===== src/rtl/lsu_axi_req.sv =====
// lsu_axi_req -- load/store unit request engine between EXU and WBU.
//
// Accepts one memory request at a time from the EXU and turns it into AXI4-Lite
// master traffic. Loads use AR/R and return byte/half/word/dword data with sign or
// zero extension. Stores use AW/W/B with the data shifted onto its byte lanes and a
// matching WSTRB. Misaligned or illegal-size requests finish without bus traffic.
// Bus errors and timeouts are reported in rsp_err and never stall the unit.
//
// Ports
//   clock, reset               rising-edge clock, asynchronous active-low reset
//   req_valid/req_ready        EXU request handshake (ready only in IDLE)
//   req_we, req_addr, req_size request kind, byte address, size (0 B, 1 H, 2 W, 3 D)
//   req_signed, req_wdata      load sign-extension flag, right-aligned store data
//   rsp_valid/rsp_ready        WBU result handshake
//   rsp_rdata, rsp_err         extended load data; 0 ok, 1 misaligned/size, 2 bus, 3 timeout
//   ar*/r*                     AXI read address and read data channels
//   aw*/w*/b*                  AXI write address, write data and write response channels
module lsu_axi_req #(
  parameter int DATA_W      = 32,
  parameter int ADDR_W      = 32,
  parameter int TIMEOUT_CYC = 255
) (
  input  logic                clock,
  input  logic                reset,
  input  logic                req_valid,
  output logic                req_ready,
  input  logic                req_we,
  input  logic [ADDR_W-1:0]   req_addr,
  input  logic [1:0]          req_size,
  input  logic                req_signed,
  input  logic [DATA_W-1:0]   req_wdata,
  output logic                rsp_valid,
  input  logic                rsp_ready,
  output logic [DATA_W-1:0]   rsp_rdata,
  output logic [1:0]          rsp_err,
  output logic [ADDR_W-1:0]   araddr,
  output logic                arvalid,
  input  logic                arready,
  input  logic [DATA_W-1:0]   rdata,
  input  logic [1:0]          rresp,
  input  logic                rvalid,
  output logic                rready,
  output logic [ADDR_W-1:0]   awaddr,
  output logic                awvalid,
  input  logic                awready,
  output logic [DATA_W-1:0]   wdata,
  output logic [DATA_W/8-1:0] wstrb,
  output logic                wvalid,
  input  logic                wready,
  input  logic [1:0]          bresp,
  input  logic                bvalid,
  output logic                bready
);

  localparam int STRB_W = DATA_W / 8;
  localparam int OFF_W  = $clog2(STRB_W);
  localparam int TMR_W  = (TIMEOUT_CYC < 2) ? 1 : $clog2(TIMEOUT_CYC + 1);

  typedef enum logic [2:0] {
    IDLE    = 3'd0,
    RD_ADDR = 3'd1,
    RD_DATA = 3'd2,
    WR_REQ  = 3'd3,
    WR_RESP = 3'd4,
    DONE    = 3'd5
  } state_t;

  state_t           state_r;
  logic [TMR_W-1:0] timer_r;
  logic [OFF_W-1:0] off_r;
  logic [1:0]       size_r;
  logic             sgn_r;

  logic [OFF_W-1:0]  req_off_s;
  logic [ADDR_W-1:0] req_addr_aligned_s;
  logic [TMR_W-1:0]  timer_inc_s;
  logic              timeout_hit_s;
  logic              aw_done_s;
  logic              w_done_s;
  logic              unused_bits_s;

  // Request is misaligned when the offset is not a multiple of the access size,
  // or the access is wider than the bus.
  function automatic logic misaligned(input logic [OFF_W-1:0] off, input logic [1:0] size);
    logic [OFF_W-1:0] low_mask;
    case (size)
      2'd0:    low_mask = '0;
      2'd1:    low_mask = OFF_W'(3'd1);
      2'd2:    low_mask = OFF_W'(3'd3);
      default: low_mask = OFF_W'(3'd7);
    endcase
    return (int'(size) > OFF_W) || ((off & low_mask) != '0);
  endfunction

  // Byte-lane enables for an access of the given size at the given offset.
  function automatic logic [STRB_W-1:0] lane_strb(input logic [OFF_W-1:0] off, input logic [1:0] size);
    logic [STRB_W-1:0] base;
    case (size)
      2'd0:    base = STRB_W'(8'h01);
      2'd1:    base = STRB_W'(8'h03);
      2'd2:    base = STRB_W'(8'h0F);
      default: base = '1;
    endcase
    return base << off;
  endfunction

  // Pull the addressed lane down to bit 0, then zero- or sign-extend it.
  function automatic logic [DATA_W-1:0] extend_load(input logic [DATA_W-1:0] raw,
                                                    input logic [OFF_W-1:0]  off,
                                                    input logic [1:0]        size,
                                                    input logic              sgn);
    logic [DATA_W-1:0] sh;
    logic [DATA_W-1:0] mask;
    logic              msb;
    sh = raw >> {off, 3'b000};
    case (size)
      2'd0:    begin mask = DATA_W'(8'hFF);         msb = sh[7];        end
      2'd1:    begin mask = DATA_W'(16'hFFFF);      msb = sh[15];       end
      2'd2:    begin mask = DATA_W'(32'hFFFF_FFFF); msb = sh[31];       end
      default: begin mask = '1;                     msb = sh[DATA_W-1]; end
    endcase
    return (sgn && msb) ? ((sh & mask) | ~mask) : (sh & mask);
  endfunction

  assign req_ready          = (state_r == IDLE);
  assign req_off_s          = req_addr[OFF_W-1:0];
  assign req_addr_aligned_s = {req_addr[ADDR_W-1:OFF_W], {OFF_W{1'b0}}};
  assign timer_inc_s        = timer_r + TMR_W'(1'b1);
  assign timeout_hit_s      = (TIMEOUT_CYC != 0) && (timer_inc_s == TMR_W'(TIMEOUT_CYC));
  // A write channel counts as done once its valid has already been dropped or it
  // handshakes this cycle, so AW and W may complete in either order.
  assign aw_done_s          = !awvalid || awready;
  assign w_done_s           = !wvalid || wready;
  // Only bit 1 of a response distinguishes error from success.
  assign unused_bits_s      = ^{rresp[0], bresp[0]};

  // Request sequencer: owns every bus and response output as a register.
  always_ff @(posedge clock or negedge reset) begin
    if (!reset) begin
      state_r   <= IDLE;
      timer_r   <= '0;
      off_r     <= '0;
      size_r    <= 2'd0;
      sgn_r     <= 1'b0;
      araddr    <= '0;
      arvalid   <= 1'b0;
      rready    <= 1'b0;
      awaddr    <= '0;
      awvalid   <= 1'b0;
      wdata     <= '0;
      wstrb     <= '0;
      wvalid    <= 1'b0;
      bready    <= 1'b0;
      rsp_valid <= 1'b0;
      rsp_rdata <= '0;
      rsp_err   <= 2'd0;
    end else begin
      case (state_r)
        IDLE: begin
          if (req_valid) begin
            off_r   <= req_off_s;
            size_r  <= req_size;
            sgn_r   <= req_signed;
            timer_r <= '0;
            if (misaligned(req_off_s, req_size)) begin
              state_r   <= DONE;
              rsp_valid <= 1'b1;
              rsp_err   <= 2'd1;
              rsp_rdata <= '0;
            end else if (req_we) begin
              state_r <= WR_REQ;
              awaddr  <= req_addr_aligned_s;
              awvalid <= 1'b1;
              wdata   <= req_wdata << {req_off_s, 3'b000};
              wstrb   <= lane_strb(req_off_s, req_size);
              wvalid  <= 1'b1;
            end else begin
              state_r <= RD_ADDR;
              araddr  <= req_addr_aligned_s;
              arvalid <= 1'b1;
            end
          end
        end

        RD_ADDR: begin
          if (arready) begin
            state_r <= RD_DATA;
            arvalid <= 1'b0;
            rready  <= 1'b1;
            timer_r <= '0;
          end else if (timeout_hit_s) begin
            state_r   <= DONE;
            arvalid   <= 1'b0;
            rsp_valid <= 1'b1;
            rsp_err   <= 2'd3;
            rsp_rdata <= '0;
          end else begin
            timer_r <= timer_inc_s;
          end
        end

        RD_DATA: begin
          if (rvalid) begin
            state_r   <= DONE;
            rready    <= 1'b0;
            rsp_valid <= 1'b1;
            if (rresp[1]) begin
              rsp_err   <= 2'd2;
              rsp_rdata <= '0;
            end else begin
              rsp_err   <= 2'd0;
              rsp_rdata <= extend_load(rdata, off_r, size_r, sgn_r);
            end
          end else if (timeout_hit_s) begin
            state_r   <= DONE;
            rready    <= 1'b0;
            rsp_valid <= 1'b1;
            rsp_err   <= 2'd3;
            rsp_rdata <= '0;
          end else begin
            timer_r <= timer_inc_s;
          end
        end

        WR_REQ: begin
          if (awvalid && awready) begin
            awvalid <= 1'b0;
          end
          if (wvalid && wready) begin
            wvalid <= 1'b0;
          end
          if (aw_done_s && w_done_s) begin
            state_r <= WR_RESP;
            bready  <= 1'b1;
            timer_r <= '0;
          end else if (timeout_hit_s) begin
            state_r   <= DONE;
            awvalid   <= 1'b0;
            wvalid    <= 1'b0;
            rsp_valid <= 1'b1;
            rsp_err   <= 2'd3;
            rsp_rdata <= '0;
          end else begin
            timer_r <= timer_inc_s;
          end
        end

        WR_RESP: begin
          if (bvalid) begin
            state_r   <= DONE;
            bready    <= 1'b0;
            rsp_valid <= 1'b1;
            rsp_err   <= bresp[1] ? 2'd2 : 2'd0;
            rsp_rdata <= '0;
          end else if (timeout_hit_s) begin
            state_r   <= DONE;
            bready    <= 1'b0;
            rsp_valid <= 1'b1;
            rsp_err   <= 2'd3;
            rsp_rdata <= '0;
          end else begin
            timer_r <= timer_inc_s;
          end
        end

        DONE: begin
          // Result stays frozen until the WBU takes it.
          if (rsp_ready) begin
            state_r   <= IDLE;
            rsp_valid <= 1'b0;
          end
        end

        default: begin
          state_r   <= IDLE;
          arvalid   <= 1'b0;
          rready    <= 1'b0;
          awvalid   <= 1'b0;
          wvalid    <= 1'b0;
          bready    <= 1'b0;
          rsp_valid <= 1'b0;
        end
      endcase
    end
  end

endmodule


===== config.mk =====
export PLATFORM = sky130hd
export DESIGN_NAME = lsu_axi_req
export DESIGN_NICKNAME = d
export VERILOG_FILES = /design/src/rtl/lsu_axi_req.sv
export SDC_FILE = /design/constraint.sdc
export NUM_CORES = 1
export LEC_CHECK = 0
export ABC_AREA = 1
export CAP_MARGIN = 20
export CORE_MARGIN = 1
export CORE_UTILIZATION = 49
export DETAILED_ROUTE_END_ITERATION = 12
export PLACE_DENSITY = 0.86
export SYNTH_ARGS = -nofsm -noshare
export SYNTH_HDL_FRONTEND = slang
export SYNTH_SLANG_ARGS = --single-unit

===== constraint.sdc =====
create_clock -name clock -period 5 [get_ports clock]
set_input_delay 0.5 -clock clock [delete_from_list [all_inputs] [get_ports clock]]
set_output_delay 0.5 -clock clock [all_outputs]
set_load 0.01 [all_outputs]

==> impl_metrics.py <==
metrics = {
    "run_status": {
        "status": "finished, final reports clean",
    },
    "yosys": {
        "avgSynthCellArea_um2": 7.92,
        "synth_cell_type_count": 38,
        "synth_largest_area_cell": "dfrtp_1",
        "synth_area_um2": 7340,
        "ys_top_cells_by_area": "dfrtp_1 52%, nand2_1 17%, o21ai_0 8.7%",
        "synth_edf_count": 0,
        "synth_ff_type": "dfrtp_1",
        "synth_warnings": 0,
        "async_reset_ff_frac": 1.00,
        "ys_ff_latch": 152,
        "ys_seq_area_frac": 0.518,
        "synthCells": 927,
        "synth_top_cell_area_share": 0.518,
    },
    "power_and_ir_drop": {
        "p_leak_nw": 5.04,
        "power.switching_w": 0.00223,
        "seqPwrFrac": 0.345,
        "combPwrFrac": 0.434,
        "power.internal_w": 0.00372,
        "p_sw_frac": 0.375,
        "p_per_area_nw_per_um2": 567,
        "vdd_drop_max_v": 0.000378,
        "pwr-share-clk": 0.221,
    },
    "final_layout": {
        "num-fill-cells": 1091,
        "area_growth_pct": 42.8,
        "fin_nets": 1269,
        "drive_above_1_share": 0.0600,
        "diodes": 0,
    },
    "detailed_routing": {
        "wl_mm": 21.4,
        "drt-met1-wl_mm": 8.70,
        "met3_length_mm": 2.17,
        "viasPerCell": 5.33,
        "ant_nets": 0,
        "drc": 0,
        "drt-wirelength-per-cell_um": 15.9,
        "drt_iter0_drc": 652,
        "maxUsedRoutingLayer": "met4",
        "wl_met2_mm": 10.1,
        "drt_first_pass_iters": 5,
        "vias": 7191,
    },
    "global_routing": {
        "grt_usage": 0.281,
        "grt_pass1_vias": 6948,
        "antenna_found_initial": 0,
        "grt_pass1_wl_mm": 34.9,
        "grt_max_degree": 86,
        "overflow": 0,
    },
    "die": {
        "ios": 254,
        "die_w_um": 124,
        "die_y_um": 124,
        "rows": 44,
        "floorplan.core_area_um2": 14600,
        "dieArea_um2": 15500,
        "initial_core_util": 0.503,
    },
    "clock_network": {
        "clockBufferDepth": 2,
        "post_cts_resized": 0,
        "cts_setup_buffers": 0,
        "path_clk_slew_ns": 0.07,
        "worstSkewPairLatency_ns": 0.42,
        "cts_made_buffers": 17,
        "clock_sinks": 152,
        "ctsHoldBuffers": 0,
        "h-tree-depth": 4,
        "cts_tree": "yes",
        "root_buffer": "clkbuf_16",
    },
    "placement": {
        "io_buffer_count": 247,
        "place_congestion": 0.923,
        "hpwl_mm": 14.9,
    },
    "worst_setup_path": {
        "worst_setup_path_start_kind": "flip-flop",
        "crit_arrival_ns": 3.19,
        "reg2reg_to": "rsp_rdata[21]",
        "reg2reg_depth": 9,
        "regToRegStartpoint": "off_r[1]",
        "crit_required_ns": 5.36,
        "crit_type": "flip-flop to flip-flop",
        "crit_fanout": 27,
        "end_kind": "flip-flop",
        "r2r_slack_ns": 2.17,
        "cp-endpoint": "rsp_rdata[21]",
        "crit_start": "off_r[1]",
    },
    "timing": {
        "hold_slack_ns": 0.0789,
        "tightest_slew_ns": 0.938,
        "clock-skew-final_ns": 0.0123,
        "finalCritPeriodShare": 0.566,
        "setup_viol": 0,
        "fmax_ghz": 0.353,
        "rsz0062_at_grt": "false",
        "slew-limit-headroom": 0.375,
        "fin_crit_ns": 2.83,
        "maxSlewViolCount": 0,
        "fin_tns_setup_ns": 0,
        "final_hold_viol_count": 0,
    },
    "run": {
        "cap_viol_max_count": 0,
    },
    "hold_path": {
        "hold_path.class": "input pin to async pin",
    },
}
## final cells by class
type                            count  area [um^2]  share of cell area
Multi-Input combinational cell    634         2960               0.282
Timing Repair Buffer              254         2540               0.242
Clock inverter                     10          144              0.0137
Tap cell                          184          230              0.0220
Sequential cell                   152         3800               0.363
Inverter                           95          357              0.0340
Clock buffer                       21          450              0.0430
## placed cells by master, fill, tap and decap left out, types with 2 or more instances in the layout
master	netlist	layout
o31ai_1	9	9
o211ai_1	9	9
inv_2	10	10
clkinvlp_4	0	3
nand3_2	3	2
o21ai_0	127	127
clkdlybuf4s50_1	0	246
inv_6	0	2
nor2_4	3	3
a22oi_1	2	2
nand3_1	38	38
mux2_2	2	2
or2_2	2	2
clkbuf_16	0	17
nand4_1	6	6
o22ai_1	3	3
ha_1	2	2
nand2_2	5	5
nor3_1	2	2
o21ai_1	9	9
conb_1	1	4
nand2_1	323	323
a31oi_1	8	8
dfrtp_1	152	152
mux2i_1	7	7
inv_1	84	84
nor2_2	5	5
bufinv_16	0	3
clkbuf_1	28	3
buf_4	6	6
o221ai_1	7	7
a21oi_1	14	14
nor2_1	38	38
## through the flow
| stage | cell area, um^2 | util | total power [W] | instances | setup slack (ns) |
|---|---|---|---|---|---|
| 2_1_floorplan | 7360 | - | 0.00333 | 930 | 3.25 |
| 6_report | 10500 | 0.719 | 0.00595 | 1350 | 2.17 |
| 3_3_place_gp | 9870 | 0.677 | 0.00454 | 1318 | 1.72 |
| 4_1_cts | 10500 | 0.717 | 0.00595 | 1349 | 1.99 |
| 5_1_grt | 10500 | 0.719 | 0.00631 | 1350 | 1.99 |
| 3_5_place_dp | 9870 | 0.677 | 0.00461 | 1318 | 1.54 |
## critical path, cell delays in order, from the launching register on
cell and delay [ns]:
dfrtp_1 0.77, clkinv_1 0.77, nand3_1 0.28, o21ai_1 0.13
nand2_1 0.10, nand2_1 0.08, nor2_1 0.09, o21a_2 0.32
nand2_1 0.15, nand2_1 0.08
## sequential cells by signal (all words and copies together) (netlist names), 3 cells and up
register and cells:
araddr 30, wdata 32, rsp_rdata 32, timer_r 8, wstrb 4, state_r 3, awaddr 30
## power groups by stage
stage	Sequential [W]	Clock (W)	Combinational, W
finish	0.00205	0.00131	0.00258
global placement	0.00204	0	0.00250
CTS	0.00204	0.00132	0.00258
global route	0.00211	0.00138	0.00282
detailed placement	0.00205	0	0.00256
floorplan	0.00216	0	0.00118
## worst min-delay path by stage
stage | startpoint | end | cells after the start
3_3_place_gp | rsp_rdata[5] | rsp_rdata[5] | 2
2_1_floorplan | reset | araddr[10] | 0
3_5_place_dp | rsp_rdata[0] | rsp_rdata[0] | 2
5_1_grt | reset | bready | 1
6_report | reset | bready | 1
4_1_cts | reset | bready | 1
## metal layers
layer / track usage / up-vias
met2: 0.459 / 345
met3: 0.0889 / 37
met5: 0 / -
li1: - / 3437
met4: 0.0943 / 0
met1: 0.353 / 3372
## synthesized netlist by cell type, types with 2 or more instances
library cell / instances
a21oi_1: 14
a22oi_1: 2
a31oi_1: 8
buf_1: 2
buf_2: 10
buf_4: 6
buf_6: 3
clkbuf_1: 28
dfrtp_1: 152
ha_1: 2
inv_1: 84
inv_2: 10
mux2_2: 2
mux2i_1: 7
nand2_1: 323
nand2_2: 5
nand3_1: 38
nand3_2: 3
nand4_1: 6
nor2_1: 38
nor2_2: 5
nor2_4: 3
nor3_1: 2
o211ai_1: 9
o21ai_0: 127
o21ai_1: 9
o221ai_1: 7
o22ai_1: 3
o31ai_1: 9
or2_2: 2
## kinds of logic (layout without fill, tap and decap cells)
family                     count (synthesis)  in the layout  synth area share
buffers and inverters                    144            380            0.0814
muxes                                      9              9            0.0126
and+or+nand+nor                          427            427             0.238
AOI/OAI and AO/OA                        191            191             0.145
adders and majority gates                  2              2           0.00341
DFF                                      152            152             0.518
other                                      1              4          0.000511
xor gates and xnor gates                   1              1           0.00119
Power figures use the tool's default switching activity.
